$ cat config.mk
export PLATFORM = sky130hd
export DESIGN_NAME = fetch_ctrl
export DESIGN_NICKNAME = d
export VERILOG_FILES = /design/src/rtl/rv32i_types.sv /design/src/rtl/fetch_ctrl.sv
export SDC_FILE = /design/constraint.sdc
export NUM_CORES = 1
export LEC_CHECK = 0
export ABC_AREA = 1
export ABC_CLOCK_PERIOD_IN_PS = 3800
export BUFFER_PORTS_ARGS = -buffer_cell sky130_fd_sc_hd__buf_2
export CAP_MARGIN = 40
export CORE_ASPECT_RATIO = 1.25
export CORE_MARGIN = 3
export CORE_UTILIZATION = 39
export DETAILED_ROUTE_END_ITERATION = 7
export MAX_ROUTING_LAYER = met4
export SLEW_MARGIN = 0
export SYNTH_ARGS = -nofsm -noshare
export SYNTH_HDL_FRONTEND = slang
export SYNTH_SLANG_ARGS = --single-unit
$ cat constraint.sdc
create_clock -name clk -period 3.8 [get_ports clk]
set_input_delay 0.76 -clock clk [delete_from_list [all_inputs] [get_ports clk]]
set_output_delay 0.76 -clock clk [all_outputs]
set_load 0.02 [all_outputs]
$ cat src/rtl/rv32i_types.sv
// Shared types for the mp4 RV32I core: fetch sequencer state and instruction size.
package rv32i_types;

  typedef enum logic [1:0] {FETCH, HOLD, DROP} fetch_state_t;

  localparam int unsigned INSN_BYTES = 4;

  function automatic logic [31:0] word_align(input logic [31:0] a);
    return {a[31:2], 2'b00};
  endfunction

endpackage

$ cat src/rtl/fetch_ctrl.sv
// Instruction-fetch sequencer: owns the fetch PC, runs the I-side read handshake, feeds the IR.
// Optional FETCH_PERF_EN adds perf_fetch_cnt / perf_drop_cnt counters.
module fetch_ctrl
  import rv32i_types::*;
#(
  parameter logic [31:0] RESET_PC = 32'h0000_0060
) (
  input  logic         clk,
  input  logic         rst,
  output logic         imem_read,
  output logic [31:0]  imem_address,
  input  logic         imem_resp,
  input  logic [31:0]  imem_rdata,
  output logic         ir_load,
  output logic [31:0]  ir_data,
  output logic [31:0]  ir_pc,
  input  logic         stall,
  input  logic         redirect,
  input  logic [31:0]  redirect_pc,
  output fetch_state_t dbg_state
`ifdef FETCH_PERF_EN
  ,
  output logic [31:0]  perf_fetch_cnt,
  output logic [31:0]  perf_drop_cnt
`endif
);

  // Handshake: imem_read with a stable imem_address stays high until the cycle
  // imem_resp is seen; that cycle completes the read and imem_rdata is valid.
  // ir_load is a one-cycle valid with no ready: stall is sampled before raising it.

  fetch_state_t state_q, state_d;
  logic [31:0]  pc_q, pc_d;
  logic [31:0]  hold_q, hold_d;
  logic [31:0]  pend_q, pend_d;
  logic [31:0]  ir_pc_q, ir_pc_d;
  logic         read_c, load_c;
  logic [31:0]  data_c;
  logic [31:0]  target;

  assign target = word_align(redirect_pc);

  always_comb begin
    state_d = state_q;
    pc_d    = pc_q;
    hold_d  = hold_q;
    pend_d  = pend_q;
    ir_pc_d = ir_pc_q;
    read_c  = 1'b0;
    load_c  = 1'b0;
    data_c  = '0;
    case (state_q)
      FETCH: begin
        read_c = 1'b1;
        if (imem_resp) begin
          if (redirect) begin
            pc_d = target;
          end else if (!stall) begin
            load_c  = 1'b1;
            data_c  = imem_rdata;
            ir_pc_d = pc_q;
            pc_d    = pc_q + 32'(INSN_BYTES);
          end else begin
            hold_d  = imem_rdata;
            state_d = HOLD;
          end
        end else if (redirect) begin
          pend_d  = target;
          state_d = DROP;
        end
      end
      HOLD: begin
        // Redirect wins over release: the held word belongs to the wrong path.
        if (redirect) begin
          pc_d    = target;
          state_d = FETCH;
        end else if (!stall) begin
          load_c  = 1'b1;
          data_c  = hold_q;
          ir_pc_d = pc_q;
          pc_d    = pc_q + 32'(INSN_BYTES);
          state_d = FETCH;
        end
      end
      DROP: begin
        read_c = 1'b1;
        if (imem_resp) begin
          pc_d    = redirect ? target : pend_q;
          state_d = FETCH;
        end else if (redirect) begin
          pend_d = target;
        end
      end
      default: state_d = FETCH;
    endcase
  end

  always_ff @(posedge clk) begin
    if (!rst) begin
      state_q <= FETCH;
      pc_q    <= RESET_PC;
      hold_q  <= '0;
      pend_q  <= '0;
      ir_pc_q <= '0;
    end else begin
      state_q <= state_d;
      pc_q    <= pc_d;
      hold_q  <= hold_d;
      pend_q  <= pend_d;
      ir_pc_q <= ir_pc_d;
    end
  end

  // ir_pc shows the PC of the word being loaded this cycle, else the last one loaded.
  assign imem_read    = rst & read_c;
  assign imem_address = (rst && read_c) ? pc_q : '0;
  assign ir_load      = rst & load_c;
  assign ir_data      = rst ? data_c : '0;
  assign ir_pc        = !rst ? '0 : (load_c ? pc_q : ir_pc_q);
  assign dbg_state    = rst ? state_q : FETCH;

`ifdef FETCH_PERF_EN
  logic word_drop;

  assign word_drop = rst && (((state_q == DROP) && imem_resp) ||
                             ((state_q == FETCH) && imem_resp && redirect) ||
                             ((state_q == HOLD) && redirect));

  always_ff @(posedge clk) begin
    if (!rst) begin
      perf_fetch_cnt <= '0;
      perf_drop_cnt  <= '0;
    end else begin
      if (ir_load)   perf_fetch_cnt <= perf_fetch_cnt + 32'd1;
      if (word_drop) perf_drop_cnt  <= perf_drop_cnt + 32'd1;
    end
  end
`endif

endmodule

After elaboration in Yosys (flattened, before gate mapping)
Cells that the tools add are included.
{"block": "totals", "ff_bits": 130, "input_bits": 69, "output_inout_bits": 100, "wordCells": 62}
{"block": "classes", "n_addsub": 1, "n_eq_ne": 8, "muxes": 34, "bitwise": 4, "reduce_logical": 10}
{"op": "$mux W32", "count": 17}
{"op": "$pmux W32 S2", "count": 2}
{"op": "$pmux W32 S3", "count": 1}
{"op": "$add A32 B3 Y32 const B", "count": 1}
{"op": "$mux W2", "count": 8}
{"op": "$ne A3 B3 Y1 const B", "count": 4}
{"op": "$pmux W2 S3", "count": 1}
{"op": "$reduce_and A5 Y1", "count": 1}
{"op": "$mux W1", "count": 4}
{"op": "$ne A2 B2 Y1 const B", "count": 2}
{"op": "$reduce_and A2 Y1", "count": 2}
{"op": "$reduce_and A4 Y1", "count": 1}
{"op": "$reduce_and A3 Y1", "count": 1}
{"op": "$reduce_bool A3 Y1", "count": 1}
{"op": "$and A1 B1 Y1", "count": 2}
{"op": "$eq A2 B1 Y1 const B", "count": 1}
{"op": "$eq A2 B2 Y1 const B", "count": 1}
{"op": "$logic_not A2 Y1", "count": 1}
{"op": "$not A1 Y1", "count": 2}
{"op": "$pmux W1 S2", "count": 1}
{"op": "$reduce_bool A2 Y1", "count": 1}
{"op": "$reduce_or A2 Y1", "count": 1}
{"op": "$logic_and A1 B1 Y1", "count": 1}

Longest topological paths before layout
{"block": "logic_depth", "depth_word": 6, "ltp_mapped": 10}

Worst setup path after synthesis
Ideal clock, no wire load.
{"block": "synth_path", "path_type": "in2out", "from": "input port rst", "to": "output port imem_address[10]", "arrival_ps": 1786, "required_time_ps": 3040, "setup_slack_ps": 1254, "path_stages": 5, "n_path_buf": 1, "path_cell_list": "inv_1 > nor2_1 > inv_1 > clkbuf_1 > nor2_1"}
{"block": "synth_between", "elab_chain_len": 2}
{"item": "start, declared", "line_no": "fetch_ctrl.sv:9", "rtl": "input logic rst,"}
{"item": "$logic_and A1 B1 Y1", "line_no": "fetch_ctrl.sv:116", "rtl": "assign imem_address = (rst && read_c) ? pc_q : '0;"}
{"item": "$mux W32", "line_no": "fetch_ctrl.sv:116"}
{"item": "end, declared", "line_no": "fetch_ctrl.sv:11", "rtl": "output logic [31:0] imem_address,"}
Every way passes these cells.

Worst setup path after layout
{"block": "layout_path", "from": "register state_q[1]", "to": "output port ir_pc[28]"}
{"block": "layout_between", "elab_chain_len": 4}
{"item": "start, declared", "line_no": "fetch_ctrl.sv:32", "rtl": "fetch_state_t state_q, state_d;"}
{"item": "start signal, assigned", "line_no": "fetch_ctrl.sv:106", "rtl": "state_q <= state_d;"}
{"item": "$eq A2 B1 Y1 / $logic_not A2 Y1 (equally long branches)", "line_no": "fetch_ctrl.sv:52", "rtl": "case (state_q)"}
{"item": "$pmux W1 S2 *", "line_no": "fetch_ctrl.sv:52"}
{"item": "$mux W32 * (2 in series)", "line_no": "fetch_ctrl.sv:119", "rtl": "assign ir_pc = !rst ? '0 : (load_c ? pc_q : ir_pc_q);"}
{"item": "end, declared", "line_no": "fetch_ctrl.sv:16", "rtl": "output logic [31:0] ir_pc,"}
Every way passes the cells marked *; elsewhere a longest branch is shown, timed or not.

==> results.md <==
- Outcome: completed
- Post-CTS Setup Bufs: 0
- Met2 Use GR: 0.323
- Met3 GRT Util: 0.0601
- Final TNS setup: 0 ns
- Max Buffers Root-to-Sink: 2
- Crit path max fanout: 39
- Max Freq: 0.312 GHz
- Final-report hold violation count: 0
- Worst Path Arrival: 2.45 ns
- Pin count of the biggest net entering global routing: 123
- Yosys warns: 0
- MaxCap Viol Count: 0
- Fin nets: 1171
- Starting DRC count in detailed routing: 483
- Via Count: 6699
- FF-to-FF Start: state_q[1]$_SDFFE_PN0P_
- # clock sinks: 130
- DRC: 0
- Unrepaired setup endpoints after global routing: false
- Post-route minimum period: 3.21 ns
- Tot Pwr: 0.00369 W
- CP Launch Type: register
- CTS tree: yes
- Row count: between 50 and 60
- Syn avg cell area: 6.67 um^2
- Core region area: 15900 um^2
- Seq cells post-synth: 130
- Die area: 18100 um^2
- # setup viols final: 0
- Vias in the first global route: 5997
- Worst setup path endpoint: ir_pc[28]
- CTS resizes: 0
- Drt first pass iters: 4
- CTS H-Tree Depth: 4
- Reg2reg setup slack: 1.73 ns
- CTS Root Cell: clkbuf_16
- Setup crit start: state_q[1]$_SDFFE_PN0P_
- CTS Buf Count: 17
- Global-route wire length before repair: 30.6 mm
- Final worst-path cycle share: 0.844
- CP endpoint kind: output port
- Final Max Tran Viols: 0
- Final setup skew: ~0.012 ns
- Clock slew at reported path FFs: 0.06 ns
- Synth-to-layout area growth: 25.2%
- DR vias/cell: 5.05
- Leak: 3.44 nW
- IO Count: 169
- Post-DRT Antenna Nets: 0
- Layer with the highest usage: met2
- Die W: 121 um
- # port buffers: 166
- Mapped Area: 6430 um^2
- FF-to-FF End: pc_q[4]$_SDFFE_PN0P_
- Pwr dens: approximately 460 nW/um^2
- GRT Util Overall: 0.217
- Worst-skew pair later-pin latency: around 0.42 ns
- Routed wire length per instance: 14.4 um
- Final instance area: 8050 um^2
- Placed inst area: 7440 um^2
- # fillers: approximately 1600
- Initial Util: 0.405
- Fraction of layout cells with a size suffix above 1: 0.207
- Proportion of synthesized chip area in sequential cells: 0.405
- Netlist cell types: 34
- Gate count of the mapped netlist: 963
- Crit path kind: register to output port
- Least-Margin Pin Slew: 0.598 ns
- Hold WC Path Type: register to register
- Most frequent cells in the layout: nor2_1, buf_2, nand2_1
- Die height: 150 um
- Initial antenna violation count: 3
- R2R depth: 8
- Met1 layer usage reported by global route: 0.288
- DP HPWL: 13.1 mm
- # hold bufs at CTS: 0
- Syn nets: roughly 1000
- Worst Path Required: around 3 ns
- GPL Wtd Cong: 0.926
- Slew HR: 0.601
- Final wirelength: around 19 mm
- Grt ovf: 0
- Commonest non-fill, non-tap cell in the layout: nor2_1
- VDD IR max: ~0.20 mV
[cell usage after synthesis]
master | n | area [um^2]
a221oi_1 | 16 | 140
nand2_2 | 4 | 25.0
buf_6 | 3 | 33.8
nand2_1 | 152 | 571
a211oi_1 | 2 | 15.0
o21ai_1 | 16 | 80.1
and2_1 | 1 | 6.26
nand2_4 | 1 | 11.3
nor3_2 | 1 | 10.0
nand4_1 | 10 | 62.6
nor2_1 | 187 | 702
o21ai_0 | 125 | 626
o22ai_1 | 3 | 18.8
a41oi_1 | 2 | 17.5
a31oi_1 | 2 | 12.5
inv_2 | 5 | 18.8
nor2_2 | 4 | 25.0
nand3b_1 | 1 | 7.51
buf_2 | 22 | 110
a21oi_1 | 137 | 686
nor3_4 | 1 | 16.3
inv_1 | 57 | 214
ha_1 | 1 | 12.5
xor2_1 | 1 | 8.76
clkbuf_1 | 37 | 139
a21oi_2 | 1 | 8.76
a22oi_1 | 10 | 75.1
buf_4 | 1 | 7.51
dfxtp_1 | 130 | 2600
a22o_1 | 1 | 8.76
nor3_1 | 4 | 20.0
nand3_1 | 21 | 105
o211ai_1 | 3 | 22.5
o21ai_2 | 1 | 8.76
[logic make-up (layout without fill, tap and decap cells)]
family | after synthesis | after routing | share of synthesized area
xor gates and xnor gates | 1 | 1 | 0.00136
DFF | 130 | 130 | 0.405
adders and majority gates | 1 | 1 | 0.00195
buffers and inverters | 125 | 273 | 0.0814
other | 0 | 3 | 0
AOI/OAI and AO/OA | 319 | 319 | 0.267
and+or+nand+nor | 387 | 387 | 0.243
[flip-flops by register name, summed over array words and instances (netlist names)]
register  cells
ir_pc_q      32
state_q       2
pc_q         32
hold_q       32
pend_q       32
[per-stage QoR]
| stage | hold WS (ns) | util | setup slack [ns] | instances |
|---|---|---|---|---|
| floorplan | 0.415 | - | 1.25 | 963 |
| global placement | 0.421 | 0.465 | 0.700 | 1291 |
| detailed placement | 0.425 | 0.468 | 0.672 | 1294 |
| CTS | 0.433 | 0.506 | 0.580 | 1323 |
| global route | 0.457 | 0.506 | 0.328 | 1326 |
| finish | 0.432 | 0.506 | 0.594 | 1326 |
[final cells by class]
type | count | area, um^2 | share of cell area
sequential | 130 | 2600 | 0.323
inverter | 62 | 233 | 0.0289
antenna | 3 | 7.51 | 0.000933
tap | 212 | 265 | 0.0330
timing repair buffer | 182 | 1020 | 0.127
clock buffer | 24 | 502 | 0.0623
multi-input combinational | 708 | 3310 | 0.412
clock inverter | 5 | 100 | 0.0124
[power breakdown]
group / internal [W] / switching [W]
registers: 0.00145 / 0.0000542
logic: 0.000173 / 0.000340
clock network: 0.00111 / 0.000567
total: 0.00273 / 0.000961
[worst min-delay path by stage]
stage                            from                      to  slack (ns)  depth (start not counted)
2_1_floorplan  pend_q[0]$_SDFFE_PN0P_  pend_q[0]$_SDFFE_PN0P_        0.42                          2
3_3_place_gp   pend_q[0]$_SDFFE_PN0P_  pend_q[0]$_SDFFE_PN0P_        0.42                          2
3_5_place_dp   pend_q[0]$_SDFFE_PN0P_  pend_q[0]$_SDFFE_PN0P_        0.43                          2
4_1_cts        pend_q[0]$_SDFFE_PN0P_  pend_q[0]$_SDFFE_PN0P_        0.43                          2
5_1_grt        pend_q[0]$_SDFFE_PN0P_  pend_q[0]$_SDFFE_PN0P_        0.46                          2
6_report       pend_q[0]$_SDFFE_PN0P_  pend_q[0]$_SDFFE_PN0P_        0.43                          2
[worst max-delay path, cell delays in order, from the launching register on]
cell	delay, ns
dfxtp_1	0.42
nor2_1	0.28
nand2_1	0.14
nor2_4	0.44
buf_12	0.25
o21ai_0	0.11
a21oi_1	0.17
buf_2	0.19
[routing by layer]
| layer | wire length [um] | part of all wire |
|---|---|---|
| met2 | 8410 | 0.44 |
| met1 | 9100 | 0.48 |
| met4 | 295 | 0.015 |
| met5 | 0 | 0 |
| met3 | 1240 | 0.065 |
Power figures use the tool's default switching activity.
